[src/rtl/demux4_buf_pkg.sv]
// Shared constants for the buffered 1-to-4 demultiplexer: channel count,
// select width and the select encodings.
package demux4_buf_pkg;

    localparam int CH_NUM = 4;
    localparam int SEL_W  = 2;

    localparam logic [SEL_W-1:0] CH0 = 2'b00;
    localparam logic [SEL_W-1:0] CH1 = 2'b01;
    localparam logic [SEL_W-1:0] CH2 = 2'b10;
    localparam logic [SEL_W-1:0] CH3 = 2'b11;

    // One-hot decode of a destination select.
    function automatic logic [CH_NUM-1:0] sel_onehot(input logic [SEL_W-1:0] sel);
        logic [CH_NUM-1:0] oh;
        oh = '0;
        case (sel)
            CH0:     oh = 4'b0001;
            CH1:     oh = 4'b0010;
            CH2:     oh = 4'b0100;
            CH3:     oh = 4'b1000;
            default: oh = '0;
        endcase
        return oh;
    endfunction

endpackage

[src/rtl/demux_chan_fifo.sv]
// Per-channel first-word-fall-through FIFO with synchronous flush.
// Counts and pointers reset asynchronously; storage is never reset.
module demux_chan_fifo #(
    parameter int WIDTH = 32,
    parameter int DEPTH = 2
) (
    input  logic             clk,
    input  logic             rstn,
    input  logic             flush,
    input  logic             push,
    input  logic [WIDTH-1:0] wdata,
    input  logic             pop,
    output logic [WIDTH-1:0] rdata,
    output logic             valid,
    output logic             full
);

    localparam int PTR_W = (DEPTH > 1) ? $clog2(DEPTH) : 1;

    logic [WIDTH-1:0] mem [DEPTH];
    logic [PTR_W-1:0] wr_ptr;
    logic [PTR_W-1:0] rd_ptr;
    logic [PTR_W:0]   count;
    logic             do_push;
    logic             do_pop;

    assign valid   = (count != '0);
    assign full    = (count == (PTR_W+1)'(DEPTH));
    assign do_push = push & ~full;
    assign do_pop  = pop & valid;
    assign rdata   = valid ? mem[rd_ptr] : '0;

    always_ff @(posedge clk or negedge rstn) begin
        if (!rstn) begin
            wr_ptr <= '0;
            rd_ptr <= '0;
            count  <= '0;
        end else if (flush) begin
            wr_ptr <= '0;
            rd_ptr <= '0;
            count  <= '0;
        end else begin
            if (do_push) wr_ptr <= wr_ptr + PTR_W'(1);
            if (do_pop)  rd_ptr <= rd_ptr + PTR_W'(1);
            case ({do_push, do_pop})
                2'b10:   count <= count + (PTR_W+1)'(1);
                2'b01:   count <= count - (PTR_W+1)'(1);
                default: count <= count;
            endcase
        end
    end

    // Storage has no reset; a flushed write is harmless since pointers clear.
    always_ff @(posedge clk) begin
        if (do_push && !flush) mem[wr_ptr] <= wdata;
    end

endmodule

[src/rtl/demux4_buf.sv]
// Buffered 1-to-4 demux: routes a valid/ready stream to one of four FWFT
// channel FIFOs so a stalled consumer only blocks its own channel.
module demux4_buf
    import demux4_buf_pkg::*;
#(
    parameter int WIDTH = 32,
    parameter int DEPTH = 2
) (
    input  logic                    clk,
    input  logic                    rstn,
    input  logic                    flush,
    input  logic                    in_valid,
    output logic                    in_ready,
    input  logic [SEL_W-1:0]        in_sel,
    input  logic [WIDTH-1:0]        in_data,
    output logic [CH_NUM-1:0]       out_valid,
    input  logic [CH_NUM-1:0]       out_ready,
    output logic [CH_NUM*WIDTH-1:0] out_data,
    output logic                    busy
);

    // Handshake: a word transfers on a rising edge where valid & ready are
    // both 1; the producer holds sel/data stable while valid=1 and ready=0.
    // in_ready deliberately ignores out_ready, so a full channel stays
    // not-ready even in a cycle where it pops.
    logic [CH_NUM-1:0] full_vec;
    logic [CH_NUM-1:0] push_vec;

    assign in_ready = ~full_vec[in_sel] & ~flush;
    assign push_vec = (in_valid & in_ready) ? sel_onehot(in_sel) : '0;
    assign busy     = |out_valid;

    for (genvar k = 0; k < CH_NUM; k++) begin : g_chan
        demux_chan_fifo #(
            .WIDTH (WIDTH),
            .DEPTH (DEPTH)
        ) u_fifo (
            .clk   (clk),
            .rstn  (rstn),
            .flush (flush),
            .push  (push_vec[k]),
            .wdata (in_data),
            .pop   (out_ready[k]),
            .rdata (out_data[k*WIDTH +: WIDTH]),
            .valid (out_valid[k]),
            .full  (full_vec[k])
        );
    end

endmodule

[config.mk]
export PLATFORM = sky130hd
export DESIGN_NAME = demux4_buf
export DESIGN_NICKNAME = d
export VERILOG_FILES = /design/src/rtl/demux4_buf_pkg.sv /design/src/rtl/demux_chan_fifo.sv /design/src/rtl/demux4_buf.sv
export SDC_FILE = /design/constraint.sdc
export NUM_CORES = 1
export LEC_CHECK = 0
export BUFFER_PORTS_ARGS = -buffer_cell sky130_fd_sc_hd__buf_2
export CORE_MARGIN = 8
export CORE_UTILIZATION = 60
export CTS_CLUSTER_SIZE = 16
export DETAILED_ROUTE_END_ITERATION = 6
export PLACE_DENSITY = 0.82
export SYNTH_ARGS = -nofsm -noshare
export SYNTH_HDL_FRONTEND = slang
export SYNTH_SLANG_ARGS = --single-unit
[constraint.sdc]
create_clock -name clk -period 6.85 [get_ports clk]
set_input_delay 0.685 -clock clk [delete_from_list [all_inputs] [get_ports clk]]
set_output_delay 0.685 -clock clk [all_outputs]
set_load 0.01 [all_outputs]
After elaboration in Yosys (flattened, before gate mapping)
Memories as Yosys holds them, arrays and structs flattened.
Index checks and enable logic that the tools add are counted.
- flip-flop bits (word level): 16
- memory bits (writable): 256
- input bits: 42
- word-level logic and storage cells: 127
- memories: 4
- memories (name ; words ; bits a word ; rd ports ; clocked after memory_dff ; wr ports ; RTL line ; source):
    g_chan[0].u_fifo.mem ; 2 ; 32 ; 1 ; 0 ; 1 ; demux_chan_fifo.sv:20 ; logic [WIDTH-1:0] mem [DEPTH];
    g_chan[1].u_fifo.mem ; 2 ; 32 ; 1 ; 0 ; 1 ; demux_chan_fifo.sv:20 ;
    g_chan[2].u_fifo.mem ; 2 ; 32 ; 1 ; 0 ; 1 ; demux_chan_fifo.sv:20 ;
    g_chan[3].u_fifo.mem ; 2 ; 32 ; 1 ; 0 ; 1 ; demux_chan_fifo.sv:20 ;
- add/subtract/negate cells: 16
- magnitude comparators: 1
- equal/unequal tests: 15
- mux-type cells: 40
- bitwise gates (word level): 16
- reduce and logical (&&, ||, !) cells: 23
- operators with widths (cell ; count):
    32-bit 2-to-1 mux ; 4
    1-bit 2-to-1 mux ; 25
    2-bit nonzero test ; 12
    2-bit equality test, second input constant ; 10
    2-bit one-hot mux with 2 select lines ; 4
    4-bit one-hot mux with 4 select lines ; 1
    3-bit nonzero test ; 4
    1-bit bitwise AND ; 10
    2-bit by 1-bit equality test with 1-bit output, second input constant ; 5
    1-bit adder, second input constant ; 8
    2-bit by 1-bit adder with 2-bit output, second input constant ; 4
    2-bit 2-to-1 mux ; 4
    2-bit by 1-bit subtractor with 2-bit output, second input constant ; 4
    1-bit inverter ; 6
    1-bit logical AND ; 4
    4-bit 2-to-1 mux ; 1
    4-bit OR reduction ; 1
    2-bit by 3-bit less-than comparator with 1-bit output, second input constant ; 1
    1-bit binary-select mux with 2-bit select ; 1
    2-bit logical NOT ; 1
    1-bit logical NOT ; 1

Depth between registers and ports, before layout
- depth in word-level cells: 11
- depth in mapped cells: 5
- mapped depth without buffers: 3

Modules after synthesis
Synthesis repeated with hierarchy kept, for this count alone.
- cell total of the unflattened synthesis: 655
- area, all modules: 10602.7 um^2
- by module, submodules not included (module ; instances ; cells an instance ; area an instance (um^2) ; seq. area each (um^2)):
    demux_chan_fifo (g_chan[0].u_fifo ...) ; 2 ; 162 ; 2641.3 ; 2021.9
    demux_chan_fifo (g_chan[1].u_fifo ...) ; 2 ; 161 ; 2622.5 ; 2021.9
    demux4_buf ; 1 ; 9 ; 75.1 ; 0.0

Least setup slack after synthesis
OpenSTA, ideal clock, no wires.
- path type: input-to-reg
- from: input flush
- to: memory g_chan[3].u_fifo.mem[1][0], enable pin
- setup time: 0.468 ns
- arrival: 3.372 ns
- required time: 6.382 ns
- slack: 3.010 ns
- stages on the path: 2
- path buffers: 0
- cell sequence: nand4b_1 nor3b_1
- longest elaborated chain between the ends: 8
- elaborated cells on any way between the ends: 9
- classes of those cells: mux: 3; bitwise: 4; reduce/logical: 2
- RTL lines (item ; RTL line ; source):
    start, declared ; demux4_buf.sv:11 ; input logic flush,
    1-bit inverter ; demux4_buf.sv:29 ; assign in_ready = ~full_vec[in_sel] & ~flush;
    1-bit bitwise AND ; demux4_buf.sv:29 ;
    1-bit bitwise AND ; demux4_buf.sv:30 ; assign push_vec = (in_valid & in_ready) ? sel_onehot(in_sel) : '0;
    4-bit 2-to-1 mux ; demux4_buf.sv:30 ;
    1-bit bitwise AND ; demux_chan_fifo.sv:29 ; assign do_push = push & ~full;
    1-bit logical AND * ; demux_chan_fifo.sv:55 ; if (do_push && !flush) mem[wr_ptr] <= wdata;
    1-bit 2-to-1 mux * ; demux_chan_fifo.sv:55 ;
    1-bit 2-to-1 mux (implied by the code) * ; demux_chan_fifo.sv:55 ;
    end, declared ; demux_chan_fifo.sv:20 ;
Mark *: on every way between the ends. The rest lies on a longest branch, timed or not.

Final worst setup path
- from: register g_chan[2].u_fifo.rd_ptr
- to: output out_data[73]
- longest elaborated chain between the ends: 2
- RTL lines (item ; RTL line ; source):
    start, declared ; demux_chan_fifo.sv:22 ; logic [PTR_W-1:0] rd_ptr;
    start signal, assigned ; demux_chan_fifo.sv:44 ; if (do_pop) rd_ptr <= rd_ptr + PTR_W'(1);
    memory 2 x 32 bit ; - ;
    32-bit 2-to-1 mux ; demux_chan_fifo.sv:31 ; assign rdata = valid ? mem[rd_ptr] : '0;
    end, declared ; demux4_buf.sv:18 ; output logic [CH_NUM*WIDTH-1:0] out_data,
Every way passes these cells.

==> qor.yml <==
ios: 176
synthTopCellsByArea: "edfxtp_1 (72%), mux2i_1 (12%), nor2_1 (5.0%), dfrtp_1 (3.8%), buf_2 (0.99%)"
viasPerCell: 5.77
swShare_pct: 20.8
relSlewSlack_pct: 25.0
grt_max_degree: 36
startpoint: "g_chan[2].u_fifo.rd_ptr"
wl_per_cell_um: 23.1
antenna_found_initial: 1
crit_slowest_cell: "dfrtp_2"
die_area_um2: 22200
intPower_mw: 2.65
wirelength_um: 24800
rsz0062_at_grt: "no"
ctsHoldBuffers: 0
worstPathMaxFanout: 33
place_inst: 1024
hold_ws_ns: 0.0823
clock_skew_ns: 0.00811
p_leak_nw: 4.53
drc: 0
status: "complete, no violations"
vias: 6188
initial_core_util_pct: 61.5
place_area_um2: 11700
root_buffer: "clkbuf_16"
fmax_mhz: 332
die_w_um: 149
cts_max_path_buffers: 3
yosysSeqAreaShare_pct: 76.0
pwr-share-clk_pct: 39.9
fin_util_pct: 72.3
clock_sinks: 272
ant_nets: 0
netlist_area_um2: 10600
grt_pass1_wl_um: 37500
grt_usage_pct: 22.0
synth_edf_count: 256
hp-class: "primary input to asynchronous set/reset pin"
row_count: 48
dr.pass1.iters: 6
htree_levels: 1
hold_violations: 0
hpwl_um: 15100
clkTransAtPathRegs_ns: 0.06
finalSetupTns_ns: 0
drv_cap: 0
fin_area_um2: 12500
syn_avg_cell_area_um2: 16.2
layout-drive-gt1-share_pct: 27.8
layoutNonFillerInstCount: 1072
clock_latency_ns: 0.52
yosysWarnings: 0
cp.arrival_ns: 2.33
grt-ovfl-total: 0
post_cts_buffers: 0
period_share_pct: 44.0
end_kind: "output port"
dp_slack_ns: 3.94
path_class: "flip-flop to output port"
synth_top_area_share_pct: 72.3
start_kind: "flip-flop"
seqPwrFrac_pct: 55.8
ir_drop_mv: 0.230
io_buffers: 175
grt_pass1_vias: 6575
crit_required_ns: 6.16
ys_top_cells_by_count: "edfxtp_1 (256), nor2_1 (141), mux2i_1 (130)"
async_flop_share_pct: 5.88
dr.first_iter.drc_count: 536
ys_types: 41
drv_slew: 0
rr_endpoint: "g_chan[0].u_fifo.mem[0][2]"
fillers: 1060
netlist_instances: 657
worstReg2RegStart: "g_chan[0].u_fifo.count[0]"
cts_tree: "done"
cts_resized: 0
total_power_mw: 3.34
synthToLayoutAreaGrowth_pct: 17.5
r2r_cells: 3
ys_ff_latch: 272
setup_ws_ns: 3.84
tightest_slew_ns: 1.12
ys.flop_type: "edfxtp_1"
synth_top_area_cell: "edfxtp_1"
crit_end: "out_data[73]"
p_sw_mw: 0.694
slowest_delay_ns: 1.11
crit_chain: "mux2i_1, nor2_1, buf_2"
nets: 869
core_area_um2: 17300
finalSetupViolations: 0
pwr_density_cell_nw_per_um2: 267
ff2ff_setup_slack_ns: 4.75
synth_fp_nets: 699
globalplace.congestion: 0.760
cts_buffers: 26
period_needed_ns: 3.01
yosysMostFrequentCell: "edfxtp_1"
die_h_um: 149
pwr-share-comb_pct: 4.4
[placed cells by master (no fill, tap or decap), types with 7 or more instances in the layout]
cell type	netlist	routed
buf_2	21	175
clkbuf_16	0	27
clkinv_1	0	7
dfrtp_1	16	12
edfxtp_1	256	256
mux2i_1	130	130
nand2_1	10	10
nor2_1	141	135
o21ai_0	8	8
[sequential cells by signal, indices dropped and copies added (netlist names)]
name	flops
g_chan.u_fifo.count	8
g_chan.u_fifo.mem	256
g_chan.u_fifo.rd_ptr	4
g_chan.u_fifo.wr_ptr	4
[power by group through the flow]
stage                     combinational, mW  clock (mW)  sequential (mW)
after floorplan                      0.0813           0             1.88
after global placement                0.138           0             1.90
after detailed placement              0.145           0             1.90
after CTS                             0.146        1.35             1.87
after global routing                  0.158        1.42             1.87
final                                 0.146        1.33             1.87
[critical path: cells and delay by family, from the launching register on]
kind	cells	cell delay (ns)
multiplexers	1	0.40
AND/OR/NAND/NOR	1	0.09
buffers and inverters	1	0.19
flip-flops	1	1.11
[cell families after synthesis]
logic type | Yosys count | synth area share, %
flops | 272 | 76.0
simple gates | 185 | 7.95
mux | 131 | 12.4
buf+inv | 42 | 1.87
compound gates | 22 | 1.31
xor+xnor | 5 | 0.412
[routing by layer]
layer / wire (um) / track usage [%] / vias to the layer above / part of all wire [%]
met1: 9570 / 27.0 / 3114 / 39
met4: 546 / 6.87 / 0 / 2.2
li1: - / - / 2769 / -
met5: 0 / 0 / - / 0
met3: 1760 / 3.91 / 41 / 7.1
met2: 12900 / 39.0 / 264 / 52
[worst min-delay path by stage]
stage,to,slack (ns),cells after the start,start
2_1_floorplan,g_chan[0].u_fifo.count[0],0.39,0,rstn
3_3_place_gp,g_chan[1].u_fifo.wr_ptr,0.53,1,g_chan[1].u_fifo.wr_ptr
3_5_place_dp,g_chan[1].u_fifo.wr_ptr,0.55,1,g_chan[1].u_fifo.wr_ptr
4_1_cts,g_chan[3].u_fifo.count[1],0.07,1,rstn
5_1_grt,g_chan[3].u_fifo.count[1],0.09,1,rstn
6_report,g_chan[3].u_fifo.count[1],0.08,1,rstn
[layout make-up]
cell class | instances | area [um2] | area share, %
sequential | 272 | 8090 | 64.7
multi-input combinational | 343 | 2410 | 19.3
timing repair buffer | 178 | 898 | 7.18
clock buffer | 31 | 691 | 5.52
tap | 225 | 282 | 2.25
clock inverter | 16 | 101 | 0.810
inverter | 6 | 22.5 | 0.180
antenna | 1 | 2.50 | 0.0200
Note: power is estimated with default switching activity, not from simulation.
